<file path="src/rtl/seg7_scan_driver_pkg.sv">
// Shared segment codes, digit count and slot index type for the six-digit
// multiplexed 7-segment scan driver.
package seg7_scan_driver_pkg;

    localparam int NUM_DIGITS = 6;

    typedef logic [2:0] slot_idx_t;

    localparam slot_idx_t LAST_SLOT = 3'(NUM_DIGITS - 1);

    // Active-low {g,f,e,d,c,b,a}
    localparam logic [6:0] SEG_0    = 7'h40;
    localparam logic [6:0] SEG_1    = 7'h79;
    localparam logic [6:0] SEG_2    = 7'h24;
    localparam logic [6:0] SEG_3    = 7'h30;
    localparam logic [6:0] SEG_4    = 7'h19;
    localparam logic [6:0] SEG_5    = 7'h12;
    localparam logic [6:0] SEG_6    = 7'h02;
    localparam logic [6:0] SEG_7    = 7'h78;
    localparam logic [6:0] SEG_8    = 7'h00;
    localparam logic [6:0] SEG_9    = 7'h10;
    localparam logic [6:0] SEG_DASH = 7'h3F;
    localparam logic [6:0] SEG_OFF  = 7'h7F;

endpackage

</file>
<file path="src/rtl/seg7_scan_driver_bcd_to_seg7.sv">
// Combinational BCD nibble to active-low 7-segment decode; non-decimal
// nibbles show a dash so corrupt counter values are visible on the display.
module bcd_to_seg7
    import seg7_scan_driver_pkg::*;
(
    input  logic [3:0] nibble_i,
    output logic [6:0] seg_o
);

    always_comb begin
        seg_o = SEG_DASH;
        case (nibble_i)
            4'd0:    seg_o = SEG_0;
            4'd1:    seg_o = SEG_1;
            4'd2:    seg_o = SEG_2;
            4'd3:    seg_o = SEG_3;
            4'd4:    seg_o = SEG_4;
            4'd5:    seg_o = SEG_5;
            4'd6:    seg_o = SEG_6;
            4'd7:    seg_o = SEG_7;
            4'd8:    seg_o = SEG_8;
            4'd9:    seg_o = SEG_9;
            default: seg_o = SEG_DASH;
        endcase
    end

endmodule

</file>
<file path="src/rtl/seg7_scan_driver.sv">
// Six-digit hh.mm.ss scan driver with per-slot blanking and a once-per-frame
// atomic snapshot of the BCD counters. Optional blinking: SEG7_BLINK_EN.
module seg7_scan_driver
    import seg7_scan_driver_pkg::*;
#(
    parameter int SCAN_DIV     = 100000,
    parameter int BLANK_CYCLES = 16,
    parameter int BLINK_FRAMES = 83
) (
    input  logic       clk,
    input  logic       reset,
    input  logic [7:0] sec_bcd,
    input  logic [7:0] min_bcd,
    input  logic [7:0] hour_bcd,
    input  logic [2:0] blink_sel,
    output logic [5:0] an,
    output logic [6:0] seg,
    output logic       dp,
    output logic       frame_start
);

    localparam int PW = $clog2(SCAN_DIV);

    logic [PW-1:0] presc_q, presc_d;
    slot_idx_t     idx_q, idx_d;
    logic [23:0]   snap_q, snap_d;
    logic [5:0]    an_q, an_d;
    logic [6:0]    seg_q, seg_d;
    logic          dp_q, dp_d;
    logic          fs_q;

    logic          slot_end, frame_end, blank_win, digit_off;
    logic [3:0]    nib;
    logic [6:0]    dec_seg;

    assign slot_end  = (presc_q == PW'(SCAN_DIV - 1));
    assign frame_end = slot_end && (idx_q == LAST_SLOT);
    assign blank_win = (presc_q < PW'(BLANK_CYCLES));

    always_comb begin
        nib = snap_q[3:0];
        case (idx_q)
            3'd1:    nib = snap_q[7:4];
            3'd2:    nib = snap_q[11:8];
            3'd3:    nib = snap_q[15:12];
            3'd4:    nib = snap_q[19:16];
            3'd5:    nib = snap_q[23:20];
            default: nib = snap_q[3:0];
        endcase
    end

    bcd_to_seg7 u_dec (
        .nibble_i (nib),
        .seg_o    (dec_seg)
    );

`ifdef SEG7_BLINK_EN
    localparam int FW = (BLINK_FRAMES > 1) ? $clog2(BLINK_FRAMES) : 1;

    logic [FW-1:0] fcnt_q;
    logic          phase_q;
    logic [2:0]    bsel_q;
    logic          grp_sel;

    // Slot pairs map to groups: 0-1 sec, 2-3 min, 4-5 hour.
    always_comb begin
        case (idx_q[2:1])
            2'd0:    grp_sel = bsel_q[0];
            2'd1:    grp_sel = bsel_q[1];
            default: grp_sel = bsel_q[2];
        endcase
    end

    assign digit_off = phase_q & grp_sel;

    always_ff @(posedge clk or posedge reset) begin
        if (reset) begin
            fcnt_q  <= '0;
            phase_q <= 1'b0;
            bsel_q  <= '0;
        end else if (frame_end) begin
            bsel_q <= blink_sel;
            if (fcnt_q == FW'(BLINK_FRAMES - 1)) begin
                fcnt_q  <= '0;
                phase_q <= ~phase_q;
            end else begin
                fcnt_q <= fcnt_q + FW'(1);
            end
        end
    end
`else
    localparam int unused_blink_frames = BLINK_FRAMES;
    logic unused_blink;
    assign unused_blink = ^blink_sel;
    assign digit_off    = 1'b0;
`endif

    always_comb begin
        presc_d = slot_end ? '0 : presc_q + PW'(1);
        idx_d   = idx_q;
        if (slot_end) begin
            idx_d = (idx_q == LAST_SLOT) ? '0 : idx_q + 3'd1;
        end
        snap_d = frame_end ? {hour_bcd, min_bcd, sec_bcd} : snap_q;

        // Decode of the current state lands on the outputs one cycle later.
        an_d  = ~(6'b000001 << idx_q);
        seg_d = dec_seg;
        dp_d  = ~((idx_q == 3'd2) || (idx_q == 3'd4));
        if (blank_win || digit_off) begin
            an_d  = '1;
            seg_d = SEG_OFF;
            dp_d  = 1'b1;
        end
    end

    always_ff @(posedge clk or posedge reset) begin
        if (reset) begin
            presc_q <= '0;
            idx_q   <= '0;
            snap_q  <= '0;
            an_q    <= '1;
            seg_q   <= SEG_OFF;
            dp_q    <= 1'b1;
            fs_q    <= 1'b0;
        end else begin
            presc_q <= presc_d;
            idx_q   <= idx_d;
            snap_q  <= snap_d;
            an_q    <= an_d;
            seg_q   <= seg_d;
            dp_q    <= dp_d;
            fs_q    <= frame_end;
        end
    end

    assign an          = an_q;
    assign seg         = seg_q;
    assign dp          = dp_q;
    assign frame_start = fs_q;

endmodule
</file>
<file path="config.mk">
export PLATFORM = sky130hd
export DESIGN_NAME = seg7_scan_driver
export DESIGN_NICKNAME = d
export VERILOG_FILES = /design/src/rtl/seg7_scan_driver_pkg.sv /design/src/rtl/seg7_scan_driver_bcd_to_seg7.sv /design/src/rtl/seg7_scan_driver.sv
export SDC_FILE = /design/constraint.sdc
export NUM_CORES = 1
export LEC_CHECK = 0
export ABC_AREA = 0
export BUFFER_PORTS_ARGS = -buffer_cell sky130_fd_sc_hd__clkbuf_2
export CAP_MARGIN = 20
export CELL_PAD_IN_SITES_DETAIL_PLACEMENT = 0
export CELL_PAD_IN_SITES_GLOBAL_PLACEMENT = 1
export CORE_ASPECT_RATIO = 1.2
export CORE_MARGIN = 5
export CORE_UTILIZATION = 25
export CTS_CLUSTER_DIAMETER = 150
export DETAILED_ROUTE_END_ITERATION = 6
export PLACE_DENSITY = 0.56
export SETUP_SLACK_MARGIN = 0.3
export SYNTH_ARGS = -nofsm -noshare
export SYNTH_HDL_FRONTEND = slang
export SYNTH_SLANG_ARGS = --single-unit
</file>
<file path="constraint.sdc">
create_clock -name clk -period 4.23 [get_ports clk]
set_clock_uncertainty 0.1 [all_clocks]
set_input_delay 0.2115 -clock clk [delete_from_list [all_inputs] [get_ports clk]]
set_output_delay 0.2115 -clock clk [all_outputs]
set_load 0.02 [all_outputs]
</file>
== After elaboration in Yosys (flattened, before gate mapping) ==
Memory sizes are Yosys's and may differ from the RTL's.
Cells that the tools add are included.
Word-level totals
  memories kept: 1
  logic and storage cells: 28
  output and inout port bits: 15
  bits in read-only memories: 112
  input port bits: 29
  register bits: 59
  memory bits (writable): 0
  bits in latches: 0
Memory list
  (name not given): depth 16, bits a word 7, rd ports 1, clocked after Yosys merged registers in 0, write ports 0, RTL line seg7_scan_driver_bcd_to_seg7.sv:12  | case (nibble_i)
Operators by class
  multipliers: 0
  bitwise operators: 2
  reduce and logical (&&, ||, !) cells: 2
  $lt $le $gt $ge: 1
  divide/modulo/power cells: 0
  multiplexer cells: 6
  equality and inequality tests: 6
  $add $sub $neg: 2
  shift-type cells: 1
Operators by type and width (count)
  $pmux 4 s5: 1
  $add 17x1->17 const B: 1
  $eq 17x17->1 const B: 1
  $lt 17x5->1 const B: 1
  $mux 17: 1
  $mux 7: 1
  $eq 3x2->1 const B: 2
  $eq 3x3->1 const B: 2
  $mux 6: 1
  $not 6->6: 1
  $shl 1x3->6 const A: 1
  $add 3x1->3 const B: 1
  $eq 3x1->1 const B: 1
  $mux 3: 1
  $logic_and 1x1->1: 1
  $logic_or 1x1->1: 1
  $mux 1: 1
  $not 1->1: 1

== Depth between registers and ports, before layout ==
  depth in word-level cells: 4
  mapped depth: 11
  depth with buffers taken out: 9

== Hierarchy ==
A second synthesis with hierarchy kept.
Second synthesis, totals
  cells, all modules: 255
  area, all modules: 2865.2 um2
By module, submodules not included
  seg7_scan_driver: cells an instance 222, instances 1, area an instance 2660.1 um2, sequential area each 1493.9 um2
  bcd_to_seg7: cells an instance 33, instances 1, area an instance 205.2 um2, sequential area each 0.0 um2

== Worst setup path after synthesis ==
No wires, ideal clock.
  path kind: reg-to-reg
  from: register idx_q[0]
  to: register seg_q[0], in the netlist seg[0]
  library setup time: 64 ps
  data arrival time: 2503 ps
  cell stages (with the launch flop): 9
  buffers on the path: 2
  slack: 1563 ps
  data required time: 4066 ps
  clock period less this slack: 2667 ps
  cell sequence: dfrtp_1 -> buf_4 -> and2_2 -> ha_1 -> dlygate4sd1_1 -> a222oi_1 -> a31oi_2 -> or4b_4 -> nand3_1
Between the ends
  word-level cells in the longest chain between the ends: 4
  elaborated cells on any way between the ends: 8
  those cells by class: eq/ne (5); mux (2); memory (1)
Ends and longest elaborated chain
  start: declaration: RTL line seg7_scan_driver.sv:25  | slot_idx_t idx_q, idx_d;
  start signal: assignment: RTL line seg7_scan_driver.sv:128  | idx_q <= idx_d;
  $eq 3x3->1 (tied with other cells): RTL line seg7_scan_driver.sv:42  | case (idx_q)
  $pmux 4 s5 *: RTL line seg7_scan_driver.sv:42
  $mem_v2 16x7 *
  $mux 7 *: RTL line seg7_scan_driver.sv:110  | if (blank_win || digit_off) begin
  net seg_d[0]: RTL line seg7_scan_driver.sv:28  | logic [6:0] seg_q, seg_d;
  end signal: assignment: RTL line seg7_scan_driver.sv:131  | seg_q <= seg_d;
  end: declaration: RTL line seg7_scan_driver.sv:28
The timed path passes the listed nets; every way through them passes the cells marked *.
A chain may end at the register's enable or synchronous reset.

== Final worst setup path ==
  from: register idx_q[2]
  to: register seg_q[3], in the netlist seg[3]
Same word-level chain as after synthesis.

==> run_results.csv <==
group,metric,value,unit
synth,synth_fp_nets,269,
hold_path,min_path_type,"input pin to asynchronous set/reset pin",
worst_setup_path,worstSetupPathType,"flip-flop to flip-flop",
global_routing,antenna_found_initial,0,
drt,wl_met2,2.679,mm
place,io_buffers,40,
place,hpwl,4.105,mm
timing,layout_setup_ws,1.328,ns
floorplanning,start_util,0.2528,
clocking,clkTransAtPathRegs,0.05,ns
worst_setup_path,cp_max_fo,14,
clocking,clock-sinks,59,
clocking,cts-resized-gates,0,
worst_setup_path,cp_data_required_time,4.40,ns
synth,ys_ff_latch,59,
timing,fin_crit_sh,0.6862,
global_routing,grt_pass1_wl,9.984,mm
power_and_ir_drop,power.total,0.001319,W
power_and_ir_drop,sw_frac_of_total,0.2077,
drt,wl_met1,2.787,mm
drt,highest_layer,"met4",
global_routing,grt_pass1_vias,1960,
power_and_ir_drop,p_leak,1.555,nW
drt,vias_per_cell,4.647,
floorplanning,die_w,106.2,um
timing,slew_headroom,0.4500,
drt,route.met3.wl,204,um
global_routing,grt_use_total,0.09517,
synth,ys_seq_area_frac,0.5381,
timing,slew_violations,0,
clocking,htree_levels,3,
synth,netlist.area_leader.share,0.4056,
layout,insertedDiodeCount,0,
worst_setup_path,cp_top_family,"compound AO/OA/AOI/OAI gates",
layout,area_delta_synth_final,22.71,%
timing,hold_viol,45,
drt,drcViolationCount,0,
worst_setup_path,cp_cell_sequence,"inv_1 > ha_1 > a222oi_1 > a31oi_2 > or4b_4 > nand3_1",
timing,setup_violations,0,
worst_setup_path,cp-end-kind,"flip-flop",
status,status,"finished, violations left",
drt,drt_iter0_markers,99,
clocking,postCtsSetupRepairBufs,0,
synth,avgSynthCellArea,11.81,um2
synth,async_flop_share,1.000,
place,gp_congestion,0.7264,
timing,max_slew.worst_pin.slew,0.8211,ns
synth,postSynthCellCount,235,
layout,fin_util,0.3102,
timing,max_freq,344.5,MHz
synth,synth_ff_type,"dfrtp_1",
drt,dr.pass1.iters,4,
power_and_ir_drop,powerDensity,387.1,nW/um2
global_routing,overflow,0,
drt,ant_nets,0,
power_and_ir_drop,intPower,0.001045,W
synth,synth_area_leaders,"dfrtp_1 41%, dfstp_2 13%, mux2_2 11%",
synth,synth_edf_count,0,
timing,fin_setup_tns,0,ns
layout,drive_above_1_share,0.3873,
synth,synth.most_common_cell,"dfrtp_1",
timing,rsz0062_at_grt,"false",
layout,post-route-cell-area,3407,um2
floorplanning,die-area,13320,um2
clocking,cts_root_buffer,"clkbuf_16",
power_and_ir_drop,p_comb_frac,0.018,
synth,synthTopCellsByCount,"45 x dfrtp_1, 27 x mux2_2, 14 x dfstp_2, 14 x nand2_1, 14 x nor2_1",
synth,synthDistinctLibCells,50,
clocking,ctsHoldBuffers,1,
place,dpl-instance-area,3093,um2
synth,syn_area,2776,um2
floorplanning,ios,44,
power_and_ir_drop,p_sw,0.0002739,W
clocking,clock_path_buffers,2,
synth,ys_warn_count,0,
synth,synth_area_leader_cell,"dfrtp_1",
worst_setup_path,arrival,3.07,ns
run,drv_cap,0,
worst_setup_path,path_buf_inv,1,
power_and_ir_drop,p_seq_frac,0.429,
floorplanning,rows,42,
status,violations,"hold timing",
floorplanning,die_h,125.4,um
clocking,clock_latency,0.33,ns
drt,wirelength,5.825,mm
layout,fin_nets,313,
floorplanning,core_area,10980,um2
worst_setup_path,critPathSlowestCell,"dfrtp_1",
clocking,cts_tree,"done",
worst_setup_path,start_kind,"flip-flop",
power_and_ir_drop,ir_worst_vdd,147.8,uV
worst_setup_path,critPathMaxStageDelay,0.65,ns
drt,num_vias,1933,
timing,hold_ws,-0.02782,ns
power_and_ir_drop,clkPwrFrac,0.553,
timing,period_needed,2.902,ns
drt,wl_per_cell,14.00,um
clocking,numCtsBuffers,9,
place,preCtsSetupSlack,1.328,ns
global_routing,grt_max_degree,60,
==> layer usage <==
layer	up-vias	track usage
met1	958	0.1239
met5	-	0
li1	935	-
met4	0	0.05488
met2	29	0.1417
met3	11	0.02526
==> state kept, by name (all words and copies together), names as in the netlist <==
signal       count
presc_q         17
seg              7
an               6
idx_q            3
snap_q          24
frame_start      1
dp               1
==> kinds of logic after synthesis <==
family / after synthesis / share of synthesized area
multiplexers: 28 / 0.1131
flip-flops: 59 / 0.5381
XOR/XNOR: 17 / 0.05363
AND/OR/NAND/NOR: 70 / 0.1401
adder cells (fa/ha/maj): 5 / 0.02253
AO/OA/AOI/OAI: 37 / 0.09599
buffers and inverters: 19 / 0.03650
==> final timing paths <==
path | slack, ns | startpoint | cells after the start | endpoint
max | 1.33 | idx_q[2] | 6 | seg[3]
max reg2reg | 1.33 | idx_q[2] | 6 | seg[3]
min in group clk | 0.01 | hour_bcd[4] | 2 | snap_q[20]
min reg2reg | 0.37 | presc_q[0] | 1 | presc_q[0]
max in group asynchronous | 3.57 | reset | 3 | snap_q[0]
min | -0.03 | reset | 3 | presc_q[12]
==> cells in the final DEF, fill, tap and decap left out, types with 2 or more instances in the layout <==
master	count
dfrtp_1	45
clkbuf_2	40
mux2_2	27
nand2_1	14
nor2_1	14
dfstp_2	14
nand3_1	11
xor2_1	9
clkbuf_16	9
o21ai_0	8
xnor2_1	8
inv_1	7
a211oi_1	6
nor3_1	5
a21oi_1	5
ha_1	5
clkinvlp_4	4
a22oi_1	3
nand4_1	3
buf_4	3
and4_1	2
nor4_1	2
and2_1	2
or3_1	2
nor2b_1	2
nor3b_1	2
a31oi_2	2
or4_1	2
a32oi_1	2
and3_1	2
==> through the flow <==
| step | instances | hold WS [ns] |
|---|---|---|
| after floorplan | 235 | 0.2632 |
| after global placement | 399 | 0.3451 |
| after detailed placement | 399 | 0.3484 |
| after CTS | 416 | 0.001370 |
| after global routing | 416 | 0.009913 |
| final | 416 | -0.02782 |
==> power by group through the flow <==
stage / combinational (W) / sequential (W) / clock (W)
after global routing: 0.0000286 / 0.000565 / 0.000768
after global placement: 0.0000244 / 0.000575 / 0
final: 0.0000235 / 0.000566 / 0.000730
after floorplan: 0.00000831 / 0.000575 / 0
after CTS: 0.0000255 / 0.000565 / 0.000747
after detailed placement: 0.0000246 / 0.000575 / 0
==> final cells by class <==
class	count	area [um2]
Timing Repair Buffer	44	232.7
Sequential cell	59	1494
Inverter	8	30.03
Clock buffer	10	239.0
Tap cell	132	165.2
Fill cell	1115	7576
Clock inverter	6	65.06
Multi-Input combinational cell	157	1181
==> worst min-delay path, cell delays in order <==
cell      delay, ns
clkbuf_2       0.09
inv_2          0.03
buf_4          0.57
Note: power is estimated with default switching activity, not from simulation.
